<file path="config.mk">
export PLATFORM = sky130hd
export DESIGN_NAME = dest_queue
export DESIGN_NICKNAME = d
export VERILOG_FILES = /design/src/rtl/dest_queue.sv
export SDC_FILE = /design/constraint.sdc
export NUM_CORES = 1
export LEC_CHECK = 0
export CAP_MARGIN = 20
export CORE_UTILIZATION = 44
export DETAILED_ROUTE_END_ITERATION = 10
export SLEW_MARGIN = 40
export SYNTH_ARGS = -nofsm -noshare
export SYNTH_HDL_FRONTEND = slang
export SYNTH_SLANG_ARGS = --single-unit
</file>
<file path="constraint.sdc">
create_clock -name clk -period 6.9 [get_ports clk]
set_clock_uncertainty 0.1 [all_clocks]
set_input_delay 1.38 -clock clk [delete_from_list [all_inputs] [get_ports clk]]
set_output_delay 1.38 -clock clk [all_outputs]
set_load 0.05 [all_outputs]
</file>
<file path="src/rtl/dest_queue.sv">
// dest_queue: per-destination output stage.
// Round-robin arbitration over the per-source word bus, one accepted word
// per cycle, buffered in a first-word-fall-through FIFO toward the port.
module dest_queue #(
  parameter int PORT_NUB   = 4,
  parameter int DATA_WIDTH = 16,
  parameter int DEST       = 0,
  parameter int DEPTH      = 16
) (
  input  logic                                                clk,
  input  logic                                                rst_n,
  input  logic [PORT_NUB*(2*$clog2(PORT_NUB)+DATA_WIDTH)-1:0] port_in,
  input  logic [PORT_NUB-1:0]                                 port_vaild,
  output logic [PORT_NUB-1:0]                                 port_ready,
  output logic                                                out_valid,
  input  logic                                                out_ready,
  output logic [$clog2(PORT_NUB)-1:0]                         out_tx,
  output logic [DATA_WIDTH-1:0]                               out_data,
  output logic [$clog2(DEPTH):0]                              count,
  output logic                                                full,
  output logic                                                rx_err
);

  localparam int WIDTH_SEL  = $clog2(PORT_NUB);
  localparam int WIDTH_PORT = 2*WIDTH_SEL + DATA_WIDTH;
  localparam int ENTRY_W    = WIDTH_SEL + DATA_WIDTH;
  localparam int PTR_W      = $clog2(DEPTH);

  localparam logic [WIDTH_SEL-1:0] DEST_SEL  = WIDTH_SEL'(DEST);
  localparam logic [WIDTH_SEL-1:0] LAST_SRC  = WIDTH_SEL'(PORT_NUB - 1);
  localparam logic [PTR_W:0]       DEPTH_CNT = (PTR_W+1)'(DEPTH);

  // Per-source fields unpacked from the flattened bus
  logic [WIDTH_SEL-1:0] src_rx    [PORT_NUB];
  logic [ENTRY_W-1:0]   src_entry [PORT_NUB];
  logic [PORT_NUB-1:0]  eligible;
  logic [PORT_NUB-1:0]  misrouted;

  // State
  logic [ENTRY_W-1:0]   mem [DEPTH];
  logic [PTR_W-1:0]     rd_ptr_reg;
  logic [PTR_W-1:0]     wr_ptr_reg;
  logic [PTR_W:0]       count_reg;
  logic [PTR_W:0]       count_next;
  logic [WIDTH_SEL-1:0] rr_reg;
  logic [WIDTH_SEL-1:0] rr_next;
  logic                 rx_err_reg;

  // Arbitration results
  logic                 found;
  logic [WIDTH_SEL-1:0] winner;
  logic                 space;
  logic                 push;
  logic                 pop;
  int                   scan_idx;
  logic [WIDTH_SEL-1:0] scan_sel;
  logic [ENTRY_W-1:0]   head_entry;

  genvar gi;
  generate
    for (gi = 0; gi < PORT_NUB; gi++) begin : g_src
      // Word layout is {rx_ports, tx_ports, data}; only {tx, data} is stored
      assign src_entry[gi] = port_in[gi*WIDTH_PORT +: ENTRY_W];
      assign src_rx[gi]    = port_in[gi*WIDTH_PORT + ENTRY_W +: WIDTH_SEL];
      assign eligible[gi]  = port_vaild[gi] && (src_rx[gi] == DEST_SEL);
      assign misrouted[gi] = port_vaild[gi] && (src_rx[gi] != DEST_SEL);
    end
  endgenerate

  assign pop   = out_valid & out_ready;
  assign space = (count_reg < DEPTH_CNT) | pop;

  // Round-robin scan starting at rr_reg; first eligible source wins
  always_comb begin
    found    = 1'b0;
    winner   = '0;
    scan_idx = 0;
    scan_sel = '0;
    for (int k = 0; k < PORT_NUB; k++) begin
      scan_idx = int'(rr_reg) + k;
      if (scan_idx >= PORT_NUB) begin
        scan_idx = scan_idx - PORT_NUB;
      end
      scan_sel = WIDTH_SEL'(scan_idx);
      if (!found && eligible[scan_sel]) begin
        found  = 1'b1;
        winner = scan_sel;
      end
    end
  end

  // Grant goes only to the winner, only when the FIFO can take the word
  always_comb begin
    port_ready = '0;
    if (rst_n && found && space) begin
      port_ready[winner] = 1'b1;
    end
  end

  assign push = |(port_ready & port_vaild);

  // Next round-robin start is the source after the one just accepted
  always_comb begin
    rr_next = rr_reg;
    if (push) begin
      rr_next = (winner == LAST_SRC) ? '0 : winner + 1'b1;
    end
  end

  // Occupancy: a simultaneous push and pop leave it unchanged
  always_comb begin
    count_next = count_reg;
    case ({push, pop})
      2'b10:   count_next = count_reg + 1'b1;
      2'b01:   count_next = count_reg - 1'b1;
      default: count_next = count_reg;
    endcase
  end

  // FIFO storage write; contents need no reset since pointers define validity
  always_ff @(posedge clk) begin
    if (push) begin
      mem[wr_ptr_reg] <= src_entry[winner];
    end
  end

  // Pointers, occupancy, arbitration pointer and sticky error flag
  always_ff @(posedge clk) begin
    if (!rst_n) begin
      rd_ptr_reg <= '0;
      wr_ptr_reg <= '0;
      count_reg  <= '0;
      rr_reg     <= '0;
      rx_err_reg <= 1'b0;
    end else begin
      if (push) begin
        wr_ptr_reg <= wr_ptr_reg + 1'b1;
      end
      if (pop) begin
        rd_ptr_reg <= rd_ptr_reg + 1'b1;
      end
      count_reg <= count_next;
      rr_reg    <= rr_next;
      if (|misrouted) begin
        rx_err_reg <= 1'b1;
      end
    end
  end

  // Head of FIFO falls through directly to the outputs
  assign head_entry = mem[rd_ptr_reg];
  assign out_tx     = head_entry[ENTRY_W-1 -: WIDTH_SEL];
  assign out_data   = head_entry[DATA_WIDTH-1:0];
  assign out_valid  = (count_reg != '0);
  assign count      = count_reg;
  assign full       = (count_reg == DEPTH_CNT);
  assign rx_err     = rx_err_reg;

endmodule

</file>
# Word level (Yosys, flattened, before mapping)
# Memory sizes are Yosys's and may differ from the RTL's. A register that Yosys moved wholly into a read port is not among the register bits.
# Cells that the tools add are included.
# totals
in_bits	87
out_inout_bits	30
register_bits	16
ramBits	288
n_memories	1
elab_cells	99
# op_classes
n_lt_le_gt_ge	12
n_eq_ne	4
n_bitwise	4
addsub	12
n_reduce_logical	29
muxes	32
# memory_table
name	words	width	read_ports	rd_ports_with_merged_regs	wr	line	rtl
mem	16	18	1	1	1	40	logic [ENTRY_W-1:0] mem [DEPTH];
# op_table
cell	count
$bmux W18 S2	1
$mux W18	2
$mux W2	9
$lt A2 B3 Y1 const B	5
$logic_and A1 B1 Y1	14
$ge A3 B3 Y1 const B	4
$mux W4	3
$mux W1	11
$pmux W5 S2	1
$reduce_bool A2 Y1	5
$add A4 B1 Y4 const B	2
$bmux W1 S2	4
$logic_not A2 Y1	4
$reduce_or A4 Y1	2
$sub A2 B1 Y2 const B	4
$add A2 B2 Y3 const B	2
$add A5 B1 Y5 const B	1
$eq A5 B5 Y1 const B	1
$lt A5 B5 Y1 const B	1
$reduce_bool A5 Y1	1
$sub A5 B1 Y5 const B	1
$and A4 B4 Y4	1
$eq A2 B2 Y1 const B	2
$add A2 B1 Y3 const B	1
9 further kinds	11

# Longest topological paths before layout
# depth
word_depth	23
mapped_depth	19
depth_no_buf	17

# Least setup slack after synthesis
# No wires, ideal clock.
# synth_path
kind	input-to-reg
from	input port port_in[59]
to	register count_reg[4], in the netlist count[4]
n_path_buf	2
arrival_ns	5.057
cell_stages	19
setup_time_ns	0.070
setup_slack_ns	1.673
t_required_ns	6.730
path_cell_list	or3b_1 > mux2_2 > o221a_1 > buf_6 > buf_4 > ha_1 > nand2_1 > o21ai_0 > a211oi_2 > a21oi_4 > inv_2 > ha_1 > inv_1 > fa_1 > nor2b_1 > o21ai_0 > and3_1 > or4_1 > a21oi_1
# synth_via
elab_chain_len	23
elab_cells_between_ends	38
cone_classes	order compare (2); eq/ne (2); mux (20); bitwise (1); reduce/logical (13)
# synth_lines
element	line	rtl
from (decl)	12	input logic [PORT_NUB*(2*$clog2(PORT_NUB)+DATA_WIDTH)-1:0] port_in,
$logic_not A2 Y1 (*)	65	assign eligible[gi] = port_vaild[gi] && (src_rx[gi] == DEST_SEL);
$logic_and A1 B1 Y1 (*)	65	
$bmux W1 S2	85	if (!found && eligible[scan_sel]) begin
$mux W1 (implied by the code)	85	
$mux W1	85	
$logic_not A1 Y1	85	
$logic_and A1 B1 Y1	85	
$mux W1	85	
(+7 left out)	n/a	
$logic_and A1 B1 Y1 (implied by the code)	96	port_ready[winner] = 1'b1;
$mux W1 (implied by the code)	96	
$demux W1 S2	96	
$mux W4 (*)	95	if (rst_n && found && space) begin
$and A4 B4 Y4 (*)	100	assign push = |(port_ready & port_vaild);
$reduce_or A4 Y1 (*)	100	
$eq A2 B1 Y1 / $eq A2 B2 Y1 (equally long branches)	113	case ({push, pop})
$pmux W5 S2 / $reduce_bool A2 Y1 (equally long branches)	n/a	
to (signal assigned)	142	count_reg <= count_next;
to (decl)	43	logic [PTR_W:0] count_reg;
# Mark *: on every way between the ends. The rest lies on a longest branch, timed or not. The select of a mux whose other input is x is not followed.
# A chain may end at the register's enable or synchronous reset.

# Worst setup path in the final report
# layout_path
from	input port port_vaild[3]
to	output port port_ready[2]
# layout_via
elab_chain_len	18
elab_cells_between_ends	31
cone_classes	order compare (2); mux (19); reduce/logical (10)
# layout_lines
element	line	rtl
from (decl)	13	input logic [PORT_NUB-1:0] port_vaild,
$logic_and A1 B1 Y1 (*)	65	
$bmux W1 S2	85	
$mux W1 (implied by the code)	85	
$mux W1	85	
$logic_not A1 Y1	85	
$logic_and A1 B1 Y1	85	
$mux W1	85	
$logic_not A1 Y1	85	
(+2 left out)	n/a	
$logic_not A1 Y1	85	
$logic_and A1 B1 Y1	85	
$mux W2	85	
$lt A2 B3 Y1 (implied by the code) / $ge A2 B1 Y1 (equally long branches)	96	
$logic_and A1 B1 Y1 (implied by the code)	96	
$mux W1 (implied by the code)	96	
$demux W1 S2	96	
$mux W4 (*)	95	
to (decl)	14	output logic [PORT_NUB-1:0] port_ready,
# Marks and branches as above.

==> impl_summary.log <==
INFO  metric status = completed
INFO  metric synth_xor_area_frac = 0.00346
INFO  metric route.top_layer_used = met4
INFO  metric utilization = 0.550
INFO  metric drv.max_cap_violation_count = 0
INFO  metric syn_inst = 613
INFO  metric design.core.area = 28,000 um^2
INFO  metric die_area = 29,400 um^2
INFO  metric dp.final_hpwl = 16.2 mm
INFO  metric critical_path_required = 5.42 ns
INFO  metric hold_violations = 0
INFO  metric antenna-diode-count = 0
INFO  metric worst_ir_drop_vdd = 0.000295 V
INFO  metric async_flop_share = 0
INFO  metric period_share = 0.835
INFO  metric final-max-slew-violation-count = 0
INFO  metric synth_area = 12,600 um^2
INFO  metric initial_core_util = 0.451
INFO  metric globalRoute.totalOverflow = 0
INFO  metric synth_fp_nets = 711
INFO  metric power.density_cell_area = 310 nW/um^2
INFO  metric p_leak = 4.88 nW
INFO  metric setup_repair_after_global_routing_missed_its_margin = false
INFO  metric cts_setup_buffers = 0
INFO  metric via_per_inst = 5.56
INFO  metric synthTopCellsByCount = edfxtp_1 (288), mux4_2 (90), mux2i_1 (61)
INFO  metric synthAdderAreaFrac = 0.0115
INFO  metric drt-wirelength-per-cell = 23.4 um
INFO  metric clk_path_buf_depth = 3
INFO  metric dr_wl_met2 = 13.5 mm
INFO  metric largest_family_of_logic_cells_by_synthesized_area = multiplexers
INFO  metric multiplexer_fraction_of_the_synthesized_cell_area = 0.210
INFO  metric slowest_stage_cell_crit_path = clkdlybuf4s50_1
INFO  metric postCtsHoldBufs = 0
INFO  metric detailroute.via_count = 6,417
INFO  metric drt-total-wl = 27.1 mm
INFO  metric std_cell_rows = 61
INFO  metric fin_crit = 5.76 ns
INFO  metric largest_reg_flops = 288
INFO  metric post-synth-top-count-cell = edfxtp_1
INFO  metric postRouteAntennaNets = 0
INFO  metric drc = 0
INFO  metric count_of_pins_on_the_block_boundary = 117
INFO  metric yosysWarnings = 0
INFO  metric total_of_buffers_placed_on_input_and_output_ports = 116
INFO  metric finalWeightedCongestion = 0.798
INFO  metric timing.setup.critical_path_class = input port to output port
INFO  metric grt_pass1_wl = 40.7 mm
INFO  metric postSynthAreaPerCell = 20.6 um^2
INFO  metric worst-endpoint-arrival = 4.28 ns
INFO  metric ys_seq_area_frac = 0.716
INFO  metric die_w = 172 um
INFO  metric critPathCaptureType = output port
INFO  metric worst-path-max-fanout = 21
INFO  metric synth_ff_type = edfxtp_1
INFO  metric crit_path_max_incr_delay = 0.81 ns
INFO  metric synth_edf_count = 288
INFO  metric cts-buffers-inserted = 31
INFO  metric route.layer.met1.wl = 11.7 mm
INFO  metric slew-limit-headroom = 0.481
INFO  metric setup_total_negative_slack = 0 ns
INFO  metric die_h = 172 um
INFO  metric grt_start_max_net_pins = 44
INFO  metric crit_path_cell_trace = clkdlybuf4s50_1 -> or3b_2 -> o21a_1 -> a22oi_2 -> buf_4 -> inv_1 -> nor2_1 -> clkdlybuf4s50_1
INFO  metric setup_viol = 0
INFO  metric path_class_of_the_lowest_slack_min_delay_path = flip-flop to flip-flop
INFO  metric cts.sinks = 308
INFO  metric post_synth_and_or_nand_nor_area_fraction = 0.0297
INFO  metric crit_buf_inv = 4
INFO  metric cp_launch_type = input port
INFO  metric flow.area_growth_from_synthesis = 21.8%
INFO  metric initialDrtViolationCount = 356
INFO  metric grt_antenna_before_repair = 0
INFO  metric first_global_vias = 6,699
INFO  metric crit_family = buffers and inverters
INFO  metric synth.distinct_cells = 43
INFO  metric clkTransAtPathRegs = 0.06 ns
INFO  metric worstSkewPairLatency = 0.55 ns
INFO  metric post_synth_main_area_contributors = edfxtp_1 (68%), mux4_2 (16%), mux2i_1 (4.8%)
INFO  metric clock_tree.htree_level_count = 1
INFO  metric ys_seq_elements = 308
INFO  metric path_common_cell = clkdlybuf4s50_1
INFO  metric fmaxAchievable = 174 MHz
INFO  metric gates_resized_cts_repair = 0
INFO  metric cell_at_the_root_of_the_clock_tree = clkbuf_16
INFO  metric synth.top_cell.area_share = 0.684
INFO  metric grtUsageTotal = 0.192
INFO  metric synth_compound_area_frac = 0.0140
INFO  metric slew_worst_pin = 0.763 ns
INFO  metric firstDrtPassIters = 4
INFO  metric cts_tree = built
INFO  metric nNetsFinal = 851
INFO  metric dr_wl_met3 = 1.33 mm
INFO  metric top_cell_type_by_total_area_after_synthesis = edfxtp_1
INFO  metric drive_above_1_share = 0.251
==> area by class of cell <==
class                   count  area, um^2
clock buffers              33         783
clock inverters            24         201
fillers                  2157       12600
inverters                  14        52.6
multi-input cells         261        3480
flip-flops and latches    308        9060
well taps                 378         473
repair buffers            137        1340
==> final timing paths <==
check           startpoint             to  slack [ns]  cells after the start
max          port_vaild[3]  port_ready[2]        1.14                      8
min                 rx_err         rx_err        0.39                      2
max reg2reg      rr_reg[1]       count[4]        2.49                     17
min reg2reg         rx_err         rx_err        0.39                      2
==> kinds of logic (layout without fill, tap and decap cells) <==
group | Yosys count | in the layout
simple gates | 67 | 67
fa+ha+maj | 11 | 11
buf+inv | 44 | 208
mux | 152 | 152
xor+xnor | 5 | 5
compound gates | 26 | 26
flops | 308 | 308
==> metrics by stage <==
| step | worst slack [ns] | area, um^2 | hold slack, ns | cells | total power, mW |
|---|---|---|---|---|---|
| 2_1_floorplan | 1.67 | 12600 | 0.371 | 613 | 2.89 |
| 3_3_place_gp | 1.04 | 14300 | 0.364 | 1096 | 3.16 |
| 6_report | 1.14 | 15400 | 0.389 | 1155 | 4.76 |
| 5_1_grt | 1.03 | 15400 | 0.425 | 1155 | 4.94 |
| 3_5_place_dp | 0.807 | 14400 | 0.383 | 1098 | 3.21 |
| 4_1_cts | 1.14 | 15400 | 0.392 | 1155 | 4.81 |
==> routing by layer <==
metal / global-route usage / vias to the layer above
met2: 0.323 / 205
met5: 0 / -
li1: - / 2815
met3: 0.0255 / 47
met4: 0.0485 / 0
met1: 0.264 / 3350
==> worst min-delay path, cell delays in order, from the launching register on <==
cell	delay, ns
dfxtp_1	0.33
nor2_1	0.05
nor2_1	0.08
==> placed cells by master (no fill, tap or decap), drive strengths merged, types with 2 or more instances in the layout <==
cell / Yosys / final
xor2: 3 / 3
clkdlybuf4s50: 0 / 116
clkinvlp: 0 / 2
nand2: 10 / 10
a21oi: 10 / 10
edfxtp: 288 / 288
mux4: 90 / 90
clkinv: 0 / 18
buf: 17 / 21
nand3: 2 / 2
nor3: 2 / 2
o21ai: 9 / 9
xnor2: 2 / 2
or3b: 4 / 4
ha: 10 / 10
mux2i: 61 / 61
and3: 14 / 14
nor3b: 2 / 2
and2: 6 / 6
dfxtp: 20 / 20
inv: 14 / 15
nor2: 15 / 15
nor2b: 4 / 4
a211oi: 2 / 2
clkbuf: 13 / 33
nand4: 3 / 3
bufinv: 0 / 3
==> power breakdown <==
part / switching (mW) / internal, mW
combinational: 0.536 / 0.432
clock: 0.679 / 0.932
sequential: 0.0477 / 2.14
Power figures use the tool's default switching activity.
==> variant 1, RTL diff (same flow settings) <==
Put one more register stage on the output `rx_err`, with the module's reset. The value now appears one clock later. The other outputs are not delayed to match.
--- a/src/rtl/dest_queue.sv
+++ b/src/rtl/dest_queue.sv
@@ -156,3 +156,9 @@
   assign full       = (count_reg == DEPTH_CNT);
-  assign rx_err     = rx_err_reg;
+  always_ff @(posedge clk) begin
+    if (!rst_n) begin
+      rx_err <= '0;
+    end else begin
+      rx_err <= rx_err_reg;
+    end
+  end
 
Function: changed (a bounded check fails within 4 cycles, from zero or initial values and one cycle with rst_n low).
==> variant 1 against the original RTL <==
  * Final area grew 0.48%
  * Setup slack got worse by 0.083 ns
  * Synthesized area rose by 0.26%
  * Fmax shrank 1.4%
  * Wire length is 1.4% higher
  * Global-route usage barely moved
  * Total power up 1.2%
  * Sequential cell count rose by 1
  * Critical path type unchanged
==> variant 1: results (changes against the original RTL) <==
[place]
place_ws_ns=0.9261  ; +0.1188 ns
gp_congestion=0.7976  ; about the same
dp_cells=1105  ; +0.64%
hpwlAfterDp_um=16070  ; -1.1%

[final_layout]
fillers=2226  ; +3.2%
multi_input_area_um2=3493  ; +0.25%
clock_buffers=41  ; +24%
seq_area_um2=9074  ; +0.19%
num-nonclk-buffers=142  ; +3.6%
nMultiInputCombCells=263  ; +0.77%
seq_share=0.5866  ; -0.001675

[drt]
first_pass_iters=6  ; +2
routedWlPerCell_um=23.61  ; +0.75%
num_vias=6469  ; +0.81%
wl_um=27460  ; +1.4%
drtIter0Drc=417  ; +17%

[timing]
worst_pin_slew_ns=0.8169  ; +0.05354 ns
hold_ws_ns=0.3736  ; -0.01506 ns

[min_path]
holdPathEnd=rx_err_reg
hold_start=rx_err_reg

[synth]
synth.net_count=714  ; +0.42%
synth_seq_cells=309  ; +0.32%
synth-xor-area-share=0.003455  ; -0.000008889
syn_inst=616  ; +0.49%
synth.mux.area_fraction=0.2090  ; -0.0005377
synth_compound_area_frac=0.01392  ; -0.00003581
synthAdderAreaFrac=0.01145  ; -0.00002946
synth_area_leaders=edfxtp_1, mux4_2, mux2i_1

[run_status]
status=complete, no violations

[critical_path]
critPathMaxFanout=24  ; +14%
worstPathArrival_ns=4.36  ; +0.08 ns
r2r_setup_slack_ns=2.42  ; -0.07 ns

[grt]
grt_pass1_vias=6859  ; +2.4%
grt_pass1_wl_um=41140  ; +1.2%
grt_usage=0.1918  ; about the same

[power]
irDropWorstVdd_uv=395.4  ; +34%
switching_share=0.2629  ; -0.001975
p_comb_uw=988  ; +2%

## variant 1: cell count changes in the layout (fill, tap and decap cells not counted), sizes merged
| cell | delta |
|---|---|
| inv | -1 |
| clkinv | -7 |
| buf | +5 |
| clkinvlp | -1 |
| dfxtp | +1 |
| bufinv | +1 |
| and2 | +1 |
| clkbuf | +8 |
| nand2b | +1 |
## variant 1: worst max path at each step
stage                               end  depth (start not counted)  slack (ns)
final                     port_ready[2]                          8        1.06
after global routing      port_ready[0]                          8        0.95
after CTS                 port_ready[2]                          8        1.04
after detailed placement       count[4]                         19        0.93
after global placement    port_ready[2]                          8        1.14
after floorplan                count[4]                         19        1.67
## variant 1: metal layers
metal  GRT usage  up-vias  part of all wire
met4     0.04540        0             0.018
met1      0.2665     3372              0.43
li1            -     2832                 -
met2      0.3216      222              0.49
met3     0.02646       43             0.057
met5           0        -                 0
==> variant 2, RTL diff (config.mk and constraints unchanged) <==
Without the edit above. `DEPTH`: 16 -> 32.
--- a/src/rtl/dest_queue.sv
+++ b/src/rtl/dest_queue.sv
@@ -7,3 +7,3 @@
   parameter int DEST       = 0,
-  parameter int DEPTH      = 16
+  parameter int DEPTH      = 32
 ) (
Ports: changed (resized count); port bits go from 117 to 118. No check against the original RTL was run, so the function may have changed too.
==> variant 2 against the original RTL <==
  * Final area rose by 85%
  * Total power rose by 92%
  * Synthesized area rose by 89%
  * Setup slack improved by 0.24 ns
  * Sequential cell count rose by 292
  * Wire length rose by 94%
  * Via count rose by 78%
  * Non-clock buffer count rose by 45
  * Sequential power rose by 94%
  * Synthesized cell count rose by 77%
==> variant 2: results (changes against the original RTL) <==
[run_status]
status=complete, no violations

[final_layout]
fillers=4157  ; +93%
largest_register_ffs=576  ; +100%
clock_buffers=68  ; +110%
fin_cells=2017  ; +75%
buf_share=0.06139  ; -0.02590
num-nonclk-buffers=182  ; +33%
nMultiInputCombCells=422  ; +62%
nNetsFinal=1368  ; +61%

[synth]
synth_enable_flop_cells=576  ; +100%
syn_area_um2=23950  ; +89%
synth_area_per_cell_um2=22.07  ; +7.0%
synth_compound_area_frac=0.009039  ; -0.004914
synth.net_count=1181  ; +66%
synth.mux.area_fraction=0.2028  ; -0.006668
synthAdderAreaFrac=0.004702  ; -0.006777
ys_seq_area_frac=0.7424  ; +0.02667
synth_area_leaders=edfxtp_1, mux4_2, mux2i_1

[critical_path]
crit_path_max_incr_delay_ns=0.79  ; -0.02 ns
worstPathArrival_ns=4.04  ; -0.24 ns

[place]
hpwlAfterDp_um=30310  ; +87%
dp_cells=1904  ; +73%
gp_congestion=0.7440  ; -6.8%
portBuffers=117  ; +0.86%

[grt]
grt_max_degree=79  ; +80%
grtUsageMet1=0.2797  ; +0.01556
grt_pass1_vias=12020  ; +79%
grt_pass1_wl_um=78610  ; +93%

[power]
irDropWorstVdd_uv=314.0  ; +6.6%
p_leak_nw=8.779  ; +80%
power.density_nw_per_um2=321.2  ; +3.8%

[clock_network]
cts_made_buffers=60  ; +94%
h-tree-depth=2  ; +1

[timing]
relSlewSlack=0.4767  ; -0.004288

[drt]
num_vias=11430  ; +78%
wl_met3_um=2273  ; +71%
routedWlPerCell_um=26.05  ; +11%

-- variant 2: power by group --
part / total (mW) / internal [mW] / switching, mW
combinational: 1.62 / 0.723 / 0.894
clock: 3.28 / 1.92 / 1.36
sequential: 4.24 / 4.17 / 0.0695
-- variant 2: cells by family (layout without fill, tap and decap cells) --
logic type	Yosys count	count (layout)
muxes	258	258
DFF	600	600
buffers and inverters	63	299
and+or+nand+nor	111	111
adders and majority gates	9	9
AOI/OAI and AO/OA	34	34
xor gates and xnor gates	10	10
-- variant 2: worst paths after layout --
| kind | endpoint | startpoint | slack (ns) | cells past startpoint |
|---|---|---|---|---|
| max | port_ready[3] | port_vaild[3] | 1.38 | 8 |
| min | rx_err | rx_err | 0.36 | 1 |
| max reg2reg | count[4] | rr_reg[1] | 3.10 | 18 |
| min reg2reg | rx_err | rx_err | 0.36 | 1 |
